==> src/rtl/sd_card_cmd_responder.sv <==
// Card-side SD CMD line engine: receives 48-bit host commands (CRC7 and
// end-bit checked) and, when asked, drives a 48-bit or 136-bit response
// back onto the shared CMD line.
module sd_card_cmd_responder (
  input  logic         sd_clk,
  input  logic         rst,
  input  logic         cmd_in,
  output logic         cmd_oe,
  output logic         cmd_out,
  output logic         rx_valid,
  output logic [5:0]   rx_index,
  output logic [31:0]  rx_arg,
  output logic         rx_crc_err,
  output logic         rx_end_err,
  input  logic         resp_req,
  input  logic         resp_long,
  input  logic [127:0] resp_data,
  output logic         resp_busy,
  output logic         resp_done,
  output logic         resp_timeout
);

  typedef enum logic [2:0] {
    ST_IDLE,
    ST_RECV,
    ST_SKIP,
    ST_WAIT_RESP,
    ST_PRE,
    ST_SEND
  } state_e;

  localparam logic [7:0] LAST_CMD_BIT    = 8'd47;
  localparam logic [7:0] LAST_LONG_BIT   = 8'd135;
  localparam logic [7:0] CRC_LAST_BIT    = 8'd39;
  localparam logic [7:0] CRC_FIELD_FIRST = 8'd40;
  localparam logic [7:0] CRC_FIELD_LAST  = 8'd46;
  localparam logic [6:0] WINDOW_LAST     = 7'd63;

  // One serial step of CRC7, generator x^7 + x^3 + 1.
  function automatic logic [6:0] crc7_step(input logic [6:0] crc, input logic din);
    logic fb;
    fb = din ^ crc[6];
    return {crc[5:0], 1'b0} ^ (fb ? 7'h09 : 7'h00);
  endfunction

  state_e         state_q, state_d;
  logic           cmd_in_r_q, cmd_in_r_d;
  logic [7:0]     bit_cnt_q, bit_cnt_d;
  logic [6:0]     win_cnt_q, win_cnt_d;
  logic [6:0]     crc_q, crc_d;
  logic [47:0]    rx_sr_q, rx_sr_d;
  logic [135:0]   tx_sr_q, tx_sr_d;
  logic           long_q, long_d;
  logic           cmd_oe_q, cmd_oe_d;
  logic           cmd_out_q, cmd_out_d;
  logic           rx_valid_q, rx_valid_d;
  logic [5:0]     rx_index_q, rx_index_d;
  logic [31:0]    rx_arg_q, rx_arg_d;
  logic           rx_crc_err_q, rx_crc_err_d;
  logic           rx_end_err_q, rx_end_err_d;
  logic           resp_busy_q, resp_busy_d;
  logic           resp_done_q, resp_done_d;
  logic           resp_timeout_q, resp_timeout_d;
  logic           frame_err;

  // Only the long response format carries resp_data[127]'s neighbours; the
  // top bit itself never reaches the line.
  logic resp_data_unused;
  assign resp_data_unused = resp_data[127];

  // Next-state and next-output computation for the whole CMD engine.
  always_comb begin
    // NOTE: every signal gets a default before the case so no path leaves
    // one unassigned, which would otherwise infer a latch.
    state_d        = state_q;
    bit_cnt_d      = bit_cnt_q;
    win_cnt_d      = win_cnt_q;
    crc_d          = crc_q;
    rx_sr_d        = rx_sr_q;
    tx_sr_d        = tx_sr_q;
    long_d         = long_q;
    cmd_oe_d       = cmd_oe_q;
    cmd_out_d      = cmd_out_q;
    rx_index_d     = rx_index_q;
    rx_arg_d       = rx_arg_q;
    rx_crc_err_d   = rx_crc_err_q;
    rx_end_err_d   = rx_end_err_q;
    resp_busy_d    = resp_busy_q;
    rx_valid_d     = 1'b0;
    resp_done_d    = 1'b0;
    resp_timeout_d = 1'b0;
    frame_err      = 1'b0;
    // Our own drive echoes back on the pad; present it as an idle line.
    cmd_in_r_d     = cmd_oe_q | cmd_in;

    case (state_q)
      ST_IDLE: begin
        if (!cmd_in_r_q) begin
          state_d   = ST_RECV;
          bit_cnt_d = 8'd1;
          rx_sr_d   = {47'd0, cmd_in_r_q};
          crc_d     = crc7_step(7'd0, cmd_in_r_q);
        end
      end

      ST_RECV: begin
        rx_sr_d = {rx_sr_q[46:0], cmd_in_r_q};
        if (bit_cnt_q <= CRC_LAST_BIT) begin
          crc_d = crc7_step(crc_q, cmd_in_r_q);
        end
        if (bit_cnt_q == 8'd1 && !cmd_in_r_q) begin
          // Card-to-host traffic from another card: let it pass.
          state_d   = ST_SKIP;
          bit_cnt_d = 8'd2;
        end else if (bit_cnt_q == LAST_CMD_BIT) begin
          rx_valid_d   = 1'b1;
          rx_index_d   = rx_sr_d[45:40];
          rx_arg_d     = rx_sr_d[39:8];
          rx_crc_err_d = (crc_q != rx_sr_d[7:1]);
          rx_end_err_d = !cmd_in_r_q;
          frame_err    = (crc_q != rx_sr_d[7:1]) || !cmd_in_r_q;
          bit_cnt_d    = 8'd0;
          win_cnt_d    = 7'd0;
          state_d      = frame_err ? ST_IDLE : ST_WAIT_RESP;
        end else begin
          bit_cnt_d = bit_cnt_q + 8'd1;
        end
      end

      ST_SKIP: begin
        if (bit_cnt_q == LAST_CMD_BIT) begin
          state_d   = ST_IDLE;
          bit_cnt_d = 8'd0;
        end else begin
          bit_cnt_d = bit_cnt_q + 8'd1;
        end
      end

      ST_WAIT_RESP: begin
        win_cnt_d = win_cnt_q + 7'd1;
        if (!cmd_in_r_q) begin
          // Host gave up waiting and started a new command.
          state_d   = ST_RECV;
          bit_cnt_d = 8'd1;
          rx_sr_d   = {47'd0, cmd_in_r_q};
          crc_d     = crc7_step(7'd0, cmd_in_r_q);
        end else if (resp_req) begin
          state_d     = ST_PRE;
          long_d      = resp_long;
          tx_sr_d     = resp_long ? {2'b00, 6'h3F, resp_data[126:0], 1'b1}
                                  : {2'b00, resp_data[37:0], 7'd0, 1'b1, 88'd0};
          crc_d       = 7'd0;
          bit_cnt_d   = 8'd0;
          cmd_oe_d    = 1'b1;
          cmd_out_d   = 1'b1;
          resp_busy_d = 1'b1;
        end else if (win_cnt_q == WINDOW_LAST) begin
          state_d        = ST_IDLE;
          resp_timeout_d = 1'b1;
        end
      end

      ST_PRE: begin
        // Put the start bit on the line for the first SEND cycle.
        state_d   = ST_SEND;
        bit_cnt_d = 8'd0;
        cmd_out_d = tx_sr_q[135];
        tx_sr_d   = {tx_sr_q[134:0], 1'b0};
        if (!long_q) begin
          crc_d = crc7_step(crc_q, tx_sr_q[135]);
        end
      end

      ST_SEND: begin
        if (bit_cnt_q == (long_q ? LAST_LONG_BIT : LAST_CMD_BIT)) begin
          state_d     = ST_IDLE;
          bit_cnt_d   = 8'd0;
          cmd_oe_d    = 1'b0;
          cmd_out_d   = 1'b1;
          resp_busy_d = 1'b0;
          resp_done_d = 1'b1;
        end else begin
          bit_cnt_d = bit_cnt_q + 8'd1;
          tx_sr_d   = {tx_sr_q[134:0], 1'b0};
          if (!long_q && bit_cnt_d >= CRC_FIELD_FIRST && bit_cnt_d <= CRC_FIELD_LAST) begin
            cmd_out_d = crc_q[6];
            crc_d     = {crc_q[5:0], 1'b0};
          end else begin
            cmd_out_d = tx_sr_q[135];
            if (!long_q && bit_cnt_d <= CRC_LAST_BIT) begin
              crc_d = crc7_step(crc_q, tx_sr_q[135]);
            end
          end
        end
      end

      default: begin
        state_d   = ST_IDLE;
        cmd_oe_d  = 1'b0;
        cmd_out_d = 1'b1;
      end
    endcase
  end

  // State, datapath and registered outputs; reset releases the pad at once.
  always_ff @(posedge sd_clk or posedge rst) begin
    if (rst) begin
      state_q        <= ST_IDLE;
      cmd_in_r_q     <= 1'b1;
      bit_cnt_q      <= 8'd0;
      win_cnt_q      <= 7'd0;
      crc_q          <= 7'd0;
      rx_sr_q        <= 48'd0;
      tx_sr_q        <= 136'd0;
      long_q         <= 1'b0;
      cmd_oe_q       <= 1'b0;
      cmd_out_q      <= 1'b1;
      rx_valid_q     <= 1'b0;
      rx_index_q     <= 6'd0;
      rx_arg_q       <= 32'd0;
      rx_crc_err_q   <= 1'b0;
      rx_end_err_q   <= 1'b0;
      resp_busy_q    <= 1'b0;
      resp_done_q    <= 1'b0;
      resp_timeout_q <= 1'b0;
    end else begin
      // NOTE: non-blocking assignments so every flop samples the values
      // from before this edge, independent of statement order.
      state_q        <= state_d;
      cmd_in_r_q     <= cmd_in_r_d;
      bit_cnt_q      <= bit_cnt_d;
      win_cnt_q      <= win_cnt_d;
      crc_q          <= crc_d;
      rx_sr_q        <= rx_sr_d;
      tx_sr_q        <= tx_sr_d;
      long_q         <= long_d;
      cmd_oe_q       <= cmd_oe_d;
      cmd_out_q      <= cmd_out_d;
      rx_valid_q     <= rx_valid_d;
      rx_index_q     <= rx_index_d;
      rx_arg_q       <= rx_arg_d;
      rx_crc_err_q   <= rx_crc_err_d;
      rx_end_err_q   <= rx_end_err_d;
      resp_busy_q    <= resp_busy_d;
      resp_done_q    <= resp_done_d;
      resp_timeout_q <= resp_timeout_d;
    end
  end

  assign cmd_oe       = cmd_oe_q;
  assign cmd_out      = cmd_out_q;
  assign rx_valid     = rx_valid_q;
  assign rx_index     = rx_index_q;
  assign rx_arg       = rx_arg_q;
  assign rx_crc_err   = rx_crc_err_q;
  assign rx_end_err   = rx_end_err_q;
  assign resp_busy    = resp_busy_q;
  assign resp_done    = resp_done_q;
  assign resp_timeout = resp_timeout_q;

endmodule

==> config.mk <==
export PLATFORM = sky130hd
export DESIGN_NAME = sd_card_cmd_responder
export DESIGN_NICKNAME = d
export VERILOG_FILES = /design/src/rtl/sd_card_cmd_responder.sv
export SDC_FILE = /design/constraint.sdc
export NUM_CORES = 1
export LEC_CHECK = 0
export ABC_AREA = 1
export CAP_MARGIN = 25
export CORE_ASPECT_RATIO = 0.5
export CORE_UTILIZATION = 42
export DETAILED_ROUTE_END_ITERATION = 10
export GPL_ROUTABILITY_DRIVEN = 0
export PLACE_DENSITY = 0.75
export SLEW_MARGIN = 25
export SYNTH_ARGS = -nofsm -noshare
export SYNTH_HDL_FRONTEND = slang
export SYNTH_SLANG_ARGS = --single-unit
==> constraint.sdc <==
create_clock -name sd_clk -period 17.1 [get_ports sd_clk]
set_input_delay 1.71 -clock sd_clk [delete_from_list [all_inputs] [get_ports sd_clk]]
set_output_delay 1.71 -clock sd_clk [all_outputs]
set_load 0.01 [all_outputs]
* After elaboration in Yosys (flattened, before gate mapping)
Cells that the tools add are included.
** Cells by class
- $add $sub $neg :: 2
- Magnitude comparators :: 4
- Eq/ne operators :: 25
- Mux-type cells :: 56
- Bitwise logic cells :: 8
- Reductions and logical operators :: 28
** Operators with widths (number)
- 136-bit 2-to-1 mux :: 3
- 136-bit case mux with 3 select lines :: 1
- 134-bit 2-to-1 mux :: 1
- 45-bit case mux with 2 select lines :: 1
- 7-bit 2-to-1 mux :: 10
- 8-bit 2-to-1 mux :: 7
- 8-bit case mux with 6 select lines :: 1
- 45-bit 2-to-1 mux :: 1
- 7-bit case mux with 5 select lines :: 1
- 8-bit by 6-bit less-or-equal comparator with 1-bit output, second input constant :: 3
- 3-bit 2-to-1 mux :: 8
- 2-bit != test, second input constant :: 11
- 3-bit case mux with 6 select lines :: 1
- 3-bit AND reduction :: 5
- 1-bit 2-to-1 mux :: 14
- 7-bit case mux with 2 select lines :: 1
- 7-bit by 4-bit XOR with 7-bit output :: 2
- 4-bit AND reduction :: 3
- 3-bit != test, second input constant :: 3
- 8-bit by 1-bit adder with 8-bit output, second input constant :: 1
- 8-bit by 1-bit == test with 1-bit output, second input constant :: 1
- 8-bit by 6-bit == test with 1-bit output, second input constant :: 1
- 8-bit == test :: 1
- 8-bit by 6-bit >= comparator with 1-bit output, second input constant :: 1
- 29 further kinds :: 41
** Word-level totals
- Bits in registers :: 254
- Input bits :: 133
- Output and inout port bits :: 46
- Logic and storage cells :: 141

* Depth between registers and ports, before layout
Gate-level depths: netlist of run 1.
- Depth in word-level cells :: 7
- Depth in mapped cells :: 16
- Depth with buffers taken out :: 16

* Least setup slack after synthesis of run 1
No wires, ideal clock.
- Path kind :: input-to-reg
- From :: in resp_long
- To :: reg tx_sr_q[26]
- Library setup time :: 83 ps
- Arrival time :: 2854 ps
- Data required time :: 17017 ps
- Setup slack :: 14163 ps
- Stages on the path :: 8
- Path buffers :: 2
- Cell sequence :: clkbuf_1 -> clkinv_1 -> nor2_2 -> buf_2 -> inv_2 -> o21ai_0 -> nand2_1 -> o21ai_0
** On the way
- Word-level cells in the longest chain between the ends :: 4
** Ends and longest elaborated chain
- start, declared :: RTL line 16 : input logic resp_long,
- 134-bit 2-to-1 mux :: RTL line 150 : tx_sr_d = resp_long ? {2'b00, 6'h3F, resp_data[126:0], 1'b1}
- 136-bit 2-to-1 mux :: RTL line 147 : end else if (resp_req) begin
- 136-bit 2-to-1 mux :: RTL line 141 : if (!cmd_in_r_q) begin
- 136-bit case mux with 3 select lines :: RTL line 96 : case (state_q)
- end signal, assigned :: RTL line 235 : tx_sr_q <= tx_sr_d;
- end, declared :: RTL line 52 : logic [135:0] tx_sr_q, tx_sr_d;
Every way passes these cells. The select of a mux whose other input is x is not followed.
A chain may end at the register's enable or synchronous reset.

* Worst setup path in the final report of run 1
Same ends and word-level chain as after synthesis.

==> reports/metrics.yaml, run 1 <==
synthesis:
  synth_area_leaders: "dfrtp_1 (54%), nand2_1 (10%), a22oi_1 (6.0%)"
  synth-async-reset-ratio_pct: 100.0
  synth_top_area_share_pct: 54.33
  yosys_warnings: 0
  syn_avg_cell_area_um2: 8.956
  synth_top_area_cell: "dfrtp_1"
  synth-edff-count: 0
  ys_ff_latch: 254
  synth_most_common_cell: "nand2_1"
  synth_cells: 1296
  synthFlopType: "dfrtp_1"
  synth_nets: 1435
  syn_area_mm2: 0.01161
  synth-seq-area-share_pct: 54.78
  synth_cell_type_count: 39
  synthTopCellsByCount: "nand2_1 (319), dfrtp_1 (252), o21ai_1 (104), inv_1 (100), a22oi_1 (92)"
place:
  dp.final_hpwl_um: 17770
  portBuffers: 177
  preCtsSetupSlack_ns: 11.79
  placed_area_mm2: 0.01348
detailed_routing:
  ant_nets: 0
  wl_per_cell_um: 15.38
  drc: 0
  initialDrtViolationCount: 887
  avgViaCountPerCell: 5.343
  vias: 9590
  firstDrtPassIters: 5
  routed_wl_um: 27600
outcome:
  outcome: "complete, no violations"
floorplanning:
  core_area_mm2: 0.02680
  die_w_um: 237.1
  dieHeight_um: 119.6
  die_area_mm2: 0.02835
  io_pins: 179
  initial_core_util_pct: 43.31
  core.rowCount: 42
timing:
  min_period_ns: 4.799
  slew_violations: 0
  rsz0062_at_grt: "false"
  period_share_pct: 28.06
  tightestPinTransition_ns: 0.9595
  setup_ws_ns: 12.30
  finClkSkew_ns: 0.009354
  setup_violations: 0
  relSlewSlack_pct: 36.03
  setup_tns_ns: 0
  finalHoldViolCount: 0
  fmax_mhz: 208.4
finish:
  nets: 1564
  multi_input_area_mm2: 0.004365
  antenna_cells: 0
  area_growth_pct: 23.47
  register_area_mm2: 0.006359
  drive_gt1_share_pct: 5.960
  n_fill_cell: 2364
  final_area_mm2: 0.01433
  final_core_util_pct: 53.47
cts:
  cts.sinks: 254
  post_cts_buffers: 0
  cts-root-buf: "clkbuf_16"
  clock_latency_ns: 0.52
  clkTransAtPathRegs_ns: 0.07
  htreeDepth: 1
  cts_tree: "yes"
  cts_buffer_depth: 3
  cts-resized-gates: 0
  cts_buffers: 24
  cts_hold_repair.buffers: 0
worst_hold_path:
  holdCritPathClass: "flop to flop"
  hp-start: "win_cnt_q[5]"
global_route:
  grt_pass1_vias: 9391
  grt_pass1_wl_um: 45920
  antenna_found_initial: 0
  grt_max_degree: 132
  grtUsageTotal_pct: 19.51
  grt-ovfl-total: 0
power_and_ir_drop:
  p_leak_uw: 0.006318
  ir_drop_uv: 54.88
  power_uw: 1229
  power_density_mw_per_mm2: 85.74
critical_path:
  crit_start: "resp_long"
  crit_fanout: 41
  crit_arrival_ns: 5.24
  r2r-start: "state_q[1]"
  critPathCaptureType: "flop"
  setup.worst_path.class: "primary input to flop"
  worstPathRequired_ns: 17.54
  startpoint_type: "primary input"
job:
  drv_cap: 0
## final timing paths
kind	endpoint	slack [ns]	cells past startpoint
hold / removal	win_cnt_q[5]	0.47	1
max in group asynchronous	tx_sr_q[135]	13.41	4
min in group asynchronous	rx_arg[28]	1.77	2
setup / recovery	tx_sr_q[26]	12.30	9
hold reg to reg	win_cnt_q[5]	0.47	1
setup reg to reg	tx_sr_q[130]	13.31	8
## cell families (layout without fill, tap and decap cells)
kind of cell | after synthesis | in the layout | synth area share, %
buffers and inverters | 200 | 347 | 7.761
adder cells (fa/ha/maj) | 6 | 6 | 0.6467
AND/OR/NAND/NOR | 442 | 442 | 15.77
flip-flops | 254 | 254 | 54.78
AO/OA/AOI/OAI | 379 | 379 | 19.90
XOR/XNOR | 14 | 14 | 1.056
multiplexers | 1 | 1 | 0.08624
## cell type report
| class | instances | share of cell area, % |
|---|---|---|
| Multi-Input combinational cell | 842 | 30.46 |
| Inverter | 116 | 3.134 |
| Clock inverter | 6 | 0.9254 |
| Sequential cell | 254 | 44.37 |
| Tap cell | 352 | 3.073 |
| Clock buffer | 38 | 4.985 |
| Timing Repair Buffer | 187 | 13.05 |
## power breakdown
part	internal (uW)	switching, uW
combinational	28.6	23.4
sequential	601	0.375
clock	347	228
## layout by cell type (no fill, tap or decap), drive strengths merged, types with 2 or more instances in the layout
master | netlist | routed
nand2 | 325 | 325
o21ai | 177 | 177
nor2 | 54 | 54
clkinv | 3 | 5
bufinv | 0 | 4
nand4 | 4 | 4
xnor2 | 8 | 8
a21oi | 14 | 14
dfrtp | 252 | 252
clkbuf | 48 | 38
buf | 36 | 10
o22ai | 57 | 57
a22oi | 92 | 92
dfstp | 2 | 2
o211ai | 34 | 34
ha | 6 | 6
inv | 113 | 112
xor2 | 6 | 6
clkdlybuf4s50 | 0 | 177
nand3 | 51 | 51
o31ai | 2 | 2
nor3 | 7 | 7
## layer usage
metal  part of all wire [%]  wire length, um  GRT usage, %
met3                    3.9             1076         3.037
met5                      0                0             0
met4                    2.9              803         5.887
met1                     45            12330         26.29
met2                     49            13390         32.68
## sequential cells by signal (all words and copies together), names as in the netlist, 3 cells and up
register / cells
bit_cnt_q: 8
crc_q: 7
rx_arg: 32
rx_index: 6
rx_sr_q: 45
state_q: 3
tx_sr_q: 136
win_cnt_q: 7
## critical path, cell delays in order
cell and delay [ns]:
clkdlybuf4s50_1 0.46, buf_4 0.40, clkinv_1 0.84, nor2_4 0.76, buf_4 0.53, inv_2 0.16
o21ai_0 0.19, nand2_1 0.07, o21ai_0 0.10
## stage by stage
step | hold WS, ns | std cells
after floorplan | 0.4336 | 1296
after global placement | 0.4563 | 1750
after detailed placement | 0.4670 | 1751
after CTS | 0.4804 | 1795
after global routing | 0.5023 | 1795
final | 0.4741 | 1795
No activity file was read; power rests on OpenSTA's default activity.
==> run 2, diff against run 1 <==
clock period = 4.6 ns   (was 17.1 ns; I/O delays follow)
==> reports/metrics.yaml, run 2 (synthesized netlist as in run 1, its figures left out) <==
place:
  dp.final_hpwl_um: 18020  # +1.4%
  preCtsSetupSlack_ns: 1.624  # -10.17 ns
  portBuffers: 177  # unchanged
cts:
  post_cts_buffers: 0  # unchanged
  cts_buffer_depth: 3  # unchanged
  cts_hold_repair.buffers: 0  # unchanged
  cts-root-buf: "clkbuf_16"
  clock_latency_ns: 0.53  # about the same
  htreeDepth: 1  # unchanged
  cts.sinks: 254  # unchanged
  clkTransAtPathRegs_ns: 0.07  # about the same
  cts_tree: "yes"
  cts_buffers: 24  # unchanged
  cts-resized-gates: 0  # unchanged
timing:
  period_share_pct: 63.90
  setup_ws_ns: 1.661  # -10.64 ns
  relSlewSlack_pct: 34.73  # -1.3 points
  setup_tns_ns: 0  # unchanged
  min_period_ns: 2.939
  finClkSkew_ns: 0.01855  # +0.009197 ns
  rsz0062_at_grt: "false"
  setup_violations: 0  # unchanged
  finalHoldViolCount: 0  # unchanged
  tightestPinTransition_ns: 0.9790  # +0.01950 ns
  slew_violations: 0  # unchanged
  fmax_mhz: 340.2
detailed_routing:
  wl_per_cell_um: 15.31  # -0.43%
  ant_nets: 0  # unchanged
  routed_wl_um: 27580  # about the same
  firstDrtPassIters: 5  # unchanged
  vias: 9545  # -0.47%
  avgViaCountPerCell: 5.300  # -0.80%
  initialDrtViolationCount: 934  # +5.3%
  drc: 0  # unchanged
finish:
  largest-register: "tx_sr_q"
  multi_input_area_mm2: 0.004373  # +0.17%
  final_core_util_pct: 53.98  # +0.50 points
  n_fill_cell: 2342  # -0.93%
  nets: 1568  # +0.26%
  drive_gt1_share_pct: 6.777  # +0.82 points
  register_area_mm2: 0.006359  # unchanged
  area_growth_pct: 24.63
  final_common_cell: "nand2_1"
  layout_common_cells: "nand2_1 (318), dfrtp_1 (252), clkdlybuf4s50_1 (177)"
  largest_reg_flops: 136  # unchanged
floorplanning:
  dieHeight_um: 119.6  # unchanged
  initial_core_util_pct: 43.31  # unchanged
  core.rowCount: 42  # unchanged
  io_pins: 179  # unchanged
  die_w_um: 237.1  # unchanged
  die_area_mm2: 0.02835  # unchanged
  core_area_mm2: 0.02680  # unchanged
global_route:
  grt_pass1_wl_um: 45770  # -0.32%
  grt_max_degree: 145  # +9.8%
  grt_pass1_vias: 9272  # -1.3%
  grtUsageTotal_pct: 19.41  # -0.094 points
  antenna_found_initial: 3  # +3
  grt-ovfl-total: 0  # unchanged
critical_path:
  worstPathRequired_ns: 5.04  # -12.50 ns
  crit_fanout: 144  # +250%
  r2r_end: "tx_sr_q[10]"
  crit_arrival_ns: 3.38  # -1.86 ns
  critPathCaptureType: "flop"
  reg2regPathDepth: 10  # +2
  setup.worst_path.class: "flop to flop"
  startpoint_type: "flop"
  ff2ff_setup_slack_ns: 1.66  # -11.65 ns
  r2r-start: "bit_cnt_q[1]"
job:
  drv_cap: 0  # unchanged
power_and_ir_drop:
  ir_drop_uv: 217.9  # +300%
  power_uw: 4628  # +280%
  power_density_mw_per_mm2: 319.9  # +270%
  p_leak_uw: 0.006393  # +1.2%
outcome:
  outcome: "complete, no violations"
worst_hold_path:
  holdCritPathClass: "primary input to async pin"
run 2: cell types whose count changed in the layout (fill, tap and decap cells not counted), moves of 3 or more:
| cell | delta |
|---|---|
| buf_12 | +6 |
| clkbuf_1 | -7 |
| clkbuf_8 | +4 |
| diode_2 | +3 |
run 2: worst max-delay path by stage:
stage          slack, ns      endpoint         start  cells past startpoint
6_report            1.66   tx_sr_q[10]  bit_cnt_q[1]                     10
5_1_grt             1.37    tx_sr_q[8]  bit_cnt_q[1]                     10
4_1_cts             1.62  win_cnt_q[5]    state_q[2]                      9
3_5_place_dp        1.62   tx_sr_q[10]      resp_req                      9
3_3_place_gp        1.67  tx_sr_q[130]      resp_req                      8
2_1_floorplan       0.80  bit_cnt_q[0]           rst                      1
run 2: cell type report:
type                    count  area share, %
repair buffers            191          13.52
inverters                 116          3.070
well taps                 352          3.044
clock inverters             8         0.9946
flip-flops and latches    254          43.95
clock buffers              35          5.138
diodes                      3        0.05189
multi-input cells         842          30.23
run 2: stage by stage:
step	cells	hold slack [ns]	instance area, um2
after global placement	1752	0.4563	13510
after CTS	1796	0.4873	14420
after floorplan	1296	0.4336	11610
after global routing	1801	0.2760	14470
after detailed placement	1753	0.4640	13530
final	1801	0.2671	14470
run 2: power breakdown:
group / leakage (uW) / switching (uW) / internal, uW
Clock: 0.000441 / 850 / 1340
Sequential: 0.00346 / 1.72 / 2230
Combinational: 0.00250 / 86.2 / 111
Total: 0.00639 / 938 / 3690
run 2: per-layer routing:
layer	GRT usage, %	wire length [um]	vias to the layer above
li1	-	-	4666
met5	0	0	-
met1	26.13	12510	4626
met2	32.68	13550	215
met4	5.726	548	0
met3	2.968	966	38
run 2: worst max-delay path, stage by stage, from the launching register on:
cell and delay [ns]:
dfrtp_1 0.41, ha_1 0.25, nand2_1 0.14, nor3_2 0.13, nand3_1 0.16, nor2_4 0.26
nor2_8 0.17, inv_6 0.70, buf_12 0.37, nand2_1 0.09, o21ai_1 0.10
==> edit 1 (config.mk and constraints of run 2) <==
`rx_sr_q` and `tx_sr_q` no longer have a reset.
--- a/src/rtl/sd_card_cmd_responder.sv
+++ b/src/rtl/sd_card_cmd_responder.sv
@@ -210,8 +210,6 @@
       bit_cnt_q      <= 8'd0;
       win_cnt_q      <= 7'd0;
       crc_q          <= 7'd0;
-      rx_sr_q        <= 48'd0;
-      tx_sr_q        <= 136'd0;
       long_q         <= 1'b0;
       cmd_oe_q       <= 1'b0;
       cmd_out_q      <= 1'b1;
@@ -231,8 +229,6 @@
       bit_cnt_q      <= bit_cnt_d;
       win_cnt_q      <= win_cnt_d;
       crc_q          <= crc_d;
-      rx_sr_q        <= rx_sr_d;
-      tx_sr_q        <= tx_sr_d;
       long_q         <= long_d;
       cmd_oe_q       <= cmd_oe_d;
       cmd_out_q      <= cmd_out_d;
@@ -247,6 +243,11 @@
     end
   end
 
+  always_ff @(posedge sd_clk) begin
+    rx_sr_q <= rx_sr_d;
+    tx_sr_q <= tx_sr_d;
+  end
+
   assign cmd_oe       = cmd_oe_q;
   assign cmd_out      = cmd_out_q;
   assign rx_valid     = rx_valid_q;
Check against the original RTL: no difference found for any inputs over 10 cycles, from zero or initial values and one cycle with rst high; that may be too few to reach the edited logic, so the function may still have changed.
==> edit 1 against run 2 <==
- non-clock buffer count shrank 5
- critical path depth rose by 2
- synthesized area decreased by 3.6%
- wire length is 11% lower
- critical endpoint is now tx_sr_q[55]
- global-route usage shrank 1.3 points
- die area down 3.6%
- worst setup slack better by 20 ps
- power down 0.98%
- worst hold slack worse by 39 ps
- sequential cell count unchanged
- clock power down 11%
- final area down 2.2%
==> edit 1: results (changes against run 2) <==
vias in the first global route 8024 (-13%); WL met1 11400 µm (-9.0%); Non-CTS inverters 108 (-6.9%); Synth Area in Compound Gates 0.119 (-0.0803); DRT iter0 DRCs 636 (-32%); initial antenna violation count 2 (-1); buffering overhead 0.134 (-0.00107); Crit. Startpoint bit_cnt_q[4]; share of power burned in registers 0.538 (+0.055); worst reg2reg endpoint tx_sr_q[55]; first-pass GRT wire length 40200 µm (-12%); syn_nets 1221 (-15%); crit-path max cell delay 470 ps (-230 ps); Yosys cell types 42 (+7.7%); Buffers, non-clock 186 (-2.6%); Arr. time, crit path 3070 ps (-310 ps); Post-DP HPWL 16000 µm (-11%); outcome completed; drt first pass iters 6 (+1); met3 usage 0.0292 (-0.000493); Seq/Total Area, Yosys 0.649 (+0.101); Async SR Flop Fraction 0.287 (-0.713); multi-input gate count 672 (-20%); met3 wire length 901 µm (-6.7%); commonest cells in the netlist nand2_1 (262), edfxtp_1 (181), o21ai_0 (121); worst slew pin tran 846 ps (-133 ps); Post-synth EDFFs 181 (+181); DR vias/cell 5.04 (-4.9%); worst-case vdd ir drop 0.206 mV (-5.4%); LEAKAGE 5.89 nW (-7.9%); Area contributors post-synth edfxtp_1 (49%), dfrtp_1 (16%), nand2_1 (8.8%); final layout net count 1385 (-12%); Post-Synth Adder-Cell Area 0.00671 (+0.000242); Fin Hold WS 228 ps (-39.2 ps); grt met1 use 0.249 (-0.0126); Internal 3.65 mW (-1.1%); GRT Resource Usage Total 0.181 (-0.0134); area occupied by multi-input gates 0.00338 mm² (-23%); clk_skew 25.4 ps (+6.89 ps)
==> edit 1: changes by cell type after synthesis, sizes merged, moves of 7 or more <==
cell	change
o21ai	-52
nand2	-56
edfxtp	+181
dfrtp	-181
xnor2	-7
o211ai	-34
nand3	-27
a22o	+57
buf	-32
nor2	+75
o22ai	-54
a22oi	-92
==> edit 1: stage by stage <==
step                      power, mW  area [µm²]  cells  worst slack, ps  setup TNS, ps
after floorplan                2.55       11200   1082             -261         -35530
after global placement         2.68       13300   1562             1390              0
after detailed placement       2.69       13300   1563             1330              0
after CTS                      4.63       14100   1607             1640              0
after global routing           4.74       14100   1610             1480              0
final                          4.58       14100   1610             1680              0
==> edit 1: worst reg2reg max path: cells and delay by family, from the launching register on <==
family | cells | cell delay [ps]
buf+inv | 5 | 930
compound gates | 2 | 190
flops | 1 | 430
simple gates | 5 | 740
==> edit 2 (settings of run 2) <==
Without the edit above. Make the reset (`rst`) synchronous in one clocked block.
--- a/src/rtl/sd_card_cmd_responder.sv
+++ b/src/rtl/sd_card_cmd_responder.sv
@@ -203,7 +203,7 @@
   end
 
   // State, datapath and registered outputs; reset releases the pad at once.
-  always_ff @(posedge sd_clk or posedge rst) begin
+  always_ff @(posedge sd_clk) begin
     if (rst) begin
       state_q        <= ST_IDLE;
       cmd_in_r_q     <= 1'b1;
Formal check against the unedited RTL: no difference found for any inputs over 4 cycles, from zero or initial values and one cycle with rst high; that may be too few to reach the edited logic, so the function may still have changed.
==> edit 2 against run 2 <==
- worst setup slack worse by 39 ps
- wire length shrank 4.6%
- highest routed layer unchanged
- sequential cell count unchanged
- core utilization up 0.24 points
- final area decreased by 7.9%
- clock skew hardly changed
- critical path type unchanged
- synthesized cell count grew 15%
- synthesized area down 7.3%
Power is not compared: it rests on default switching activity, and its combinational part moved more than twofold at a synthesized area within 25%.
==> edit 2: results (changes against run 2) <==
clk slew on worst S/H paths 70 ps (about the same); clk_skew 18.1 ps (-0.456 ps); R2R Setup Slk 1620 ps (-40 ps); Clock Latency Late Sink 520 ps; met2 WL 12000 µm (-11%); hold path start rst; largest net degree at the start of global routing 95 (-34%); Hold Path Class input pin to register; Async SR Flop Fraction 0 (-1.00); # diodes 0 (-3); share of layout cells above drive strength 1 0.0489 (-0.0189); Main synth FF type dfxtp_1; post-CTS setup buffers 0 (unchanged); GRT Resource Usage Total 0.195 (+0.000481); Synth Warn # 0 (unchanged); Post-Synth Adder-Cell Area 0.00465 (-0.00182); Fin Hold WS 457 ps (+190 ps); initial antenna violation count 0 (-3); hold path depth 2; Synth Area in Compound Gates 0.182 (-0.0165); final wirelength 26300 µm (-4.6%); worst-case vdd ir drop 0.213 mV; syn_nets 1628 (+13%); XOR/XNOR share of the synthesized area 0.0114 (+0.000833); grt met2 use 0.326 (-0.000619); slowest cell on the critical path dfxtp_1; met3 wire length 1240 µm (+28%); Arr. time, crit path 3340 ps (-40 ps); worst setup path endpoint tx_sr_q[130]; met3 usage 0.0409 (+0.0112); first-pass GRT wire length 43000 µm (-6.1%); DRT iter0 DRCs 712 (-24%); mux cell area share after synthesis 0 (-0.000862); delay-heaviest family, CP simple AND/OR/NAND/NOR gates; vias in the first global route 8834 (-4.7%); Max FO, Critical Path 52 (-64%); DR vias/cell 5.05 (-4.7%); outcome completed; # port buffers 177 (unchanged); grt met1 use 0.258 (-0.00350); cells on worst reg2reg path 8 (-2); WL met1 12500 µm (+0.17%); commonest cells in the netlist nand2_1 (536), dfxtp_1 (254), a21oi_1 (137); Seq/Total Area, Yosys 0.473 (-0.0752); crit-path max cell delay 600 ps (-100 ps); LEAKAGE 4.88 nW; Post-DP HPWL 16800 µm (-6.9%); critical path startpoint category register; TritonCTS buffer count 23 (-4.2%); final layout net count 1741 (+11%); worst slew pin tran 974 ps (-4.85 ps); RR Startpoint state_q[1]; Area contributors post-synth dfxtp_1 (47%), nand2_1 (19%), a21oi_1 (6.4%)
edit 2: cell types whose count changed after synthesis, sizes merged, moves of 10 or more:
cell,run 2,this run
o21ai,177,90
nand2,325,541
dfxtp,0,254
inv,113,51
clkbuf,48,58
a22oi,92,2
nand3,51,61
buf,36,46
o22ai,57,8
a31oi,1,95
o211ai,34,3
dfrtp,252,0
a21oi,14,138
nor2,54,98
edit 2: cell families after synthesis:
logic type	Yosys count
adders and majority gates	4
AOI/OAI and AO/OA	351
buffers and inverters	155
DFF	254
xor gates and xnor gates	14
and+or+nand+nor	713
edit 2: layout make-up:
type                            instances  area (µm²)
Fill cell                            2318       11300
Sequential cell                       254        5080
Multi-Input combinational cell       1082        5020
Timing Repair Buffer                  192        1880
Clock buffer                           31         606
Tap cell                              336         420
Inverter                               51         191
Clock inverter                          7         115
edit 2: per-stage QoR:
step,std cells,setup WS (ps)
after global routing,1953,1370
final,1953,1620
after global placement,1915,1700
after CTS,1953,1640
after detailed placement,1915,1700
after floorplan,1491,2740
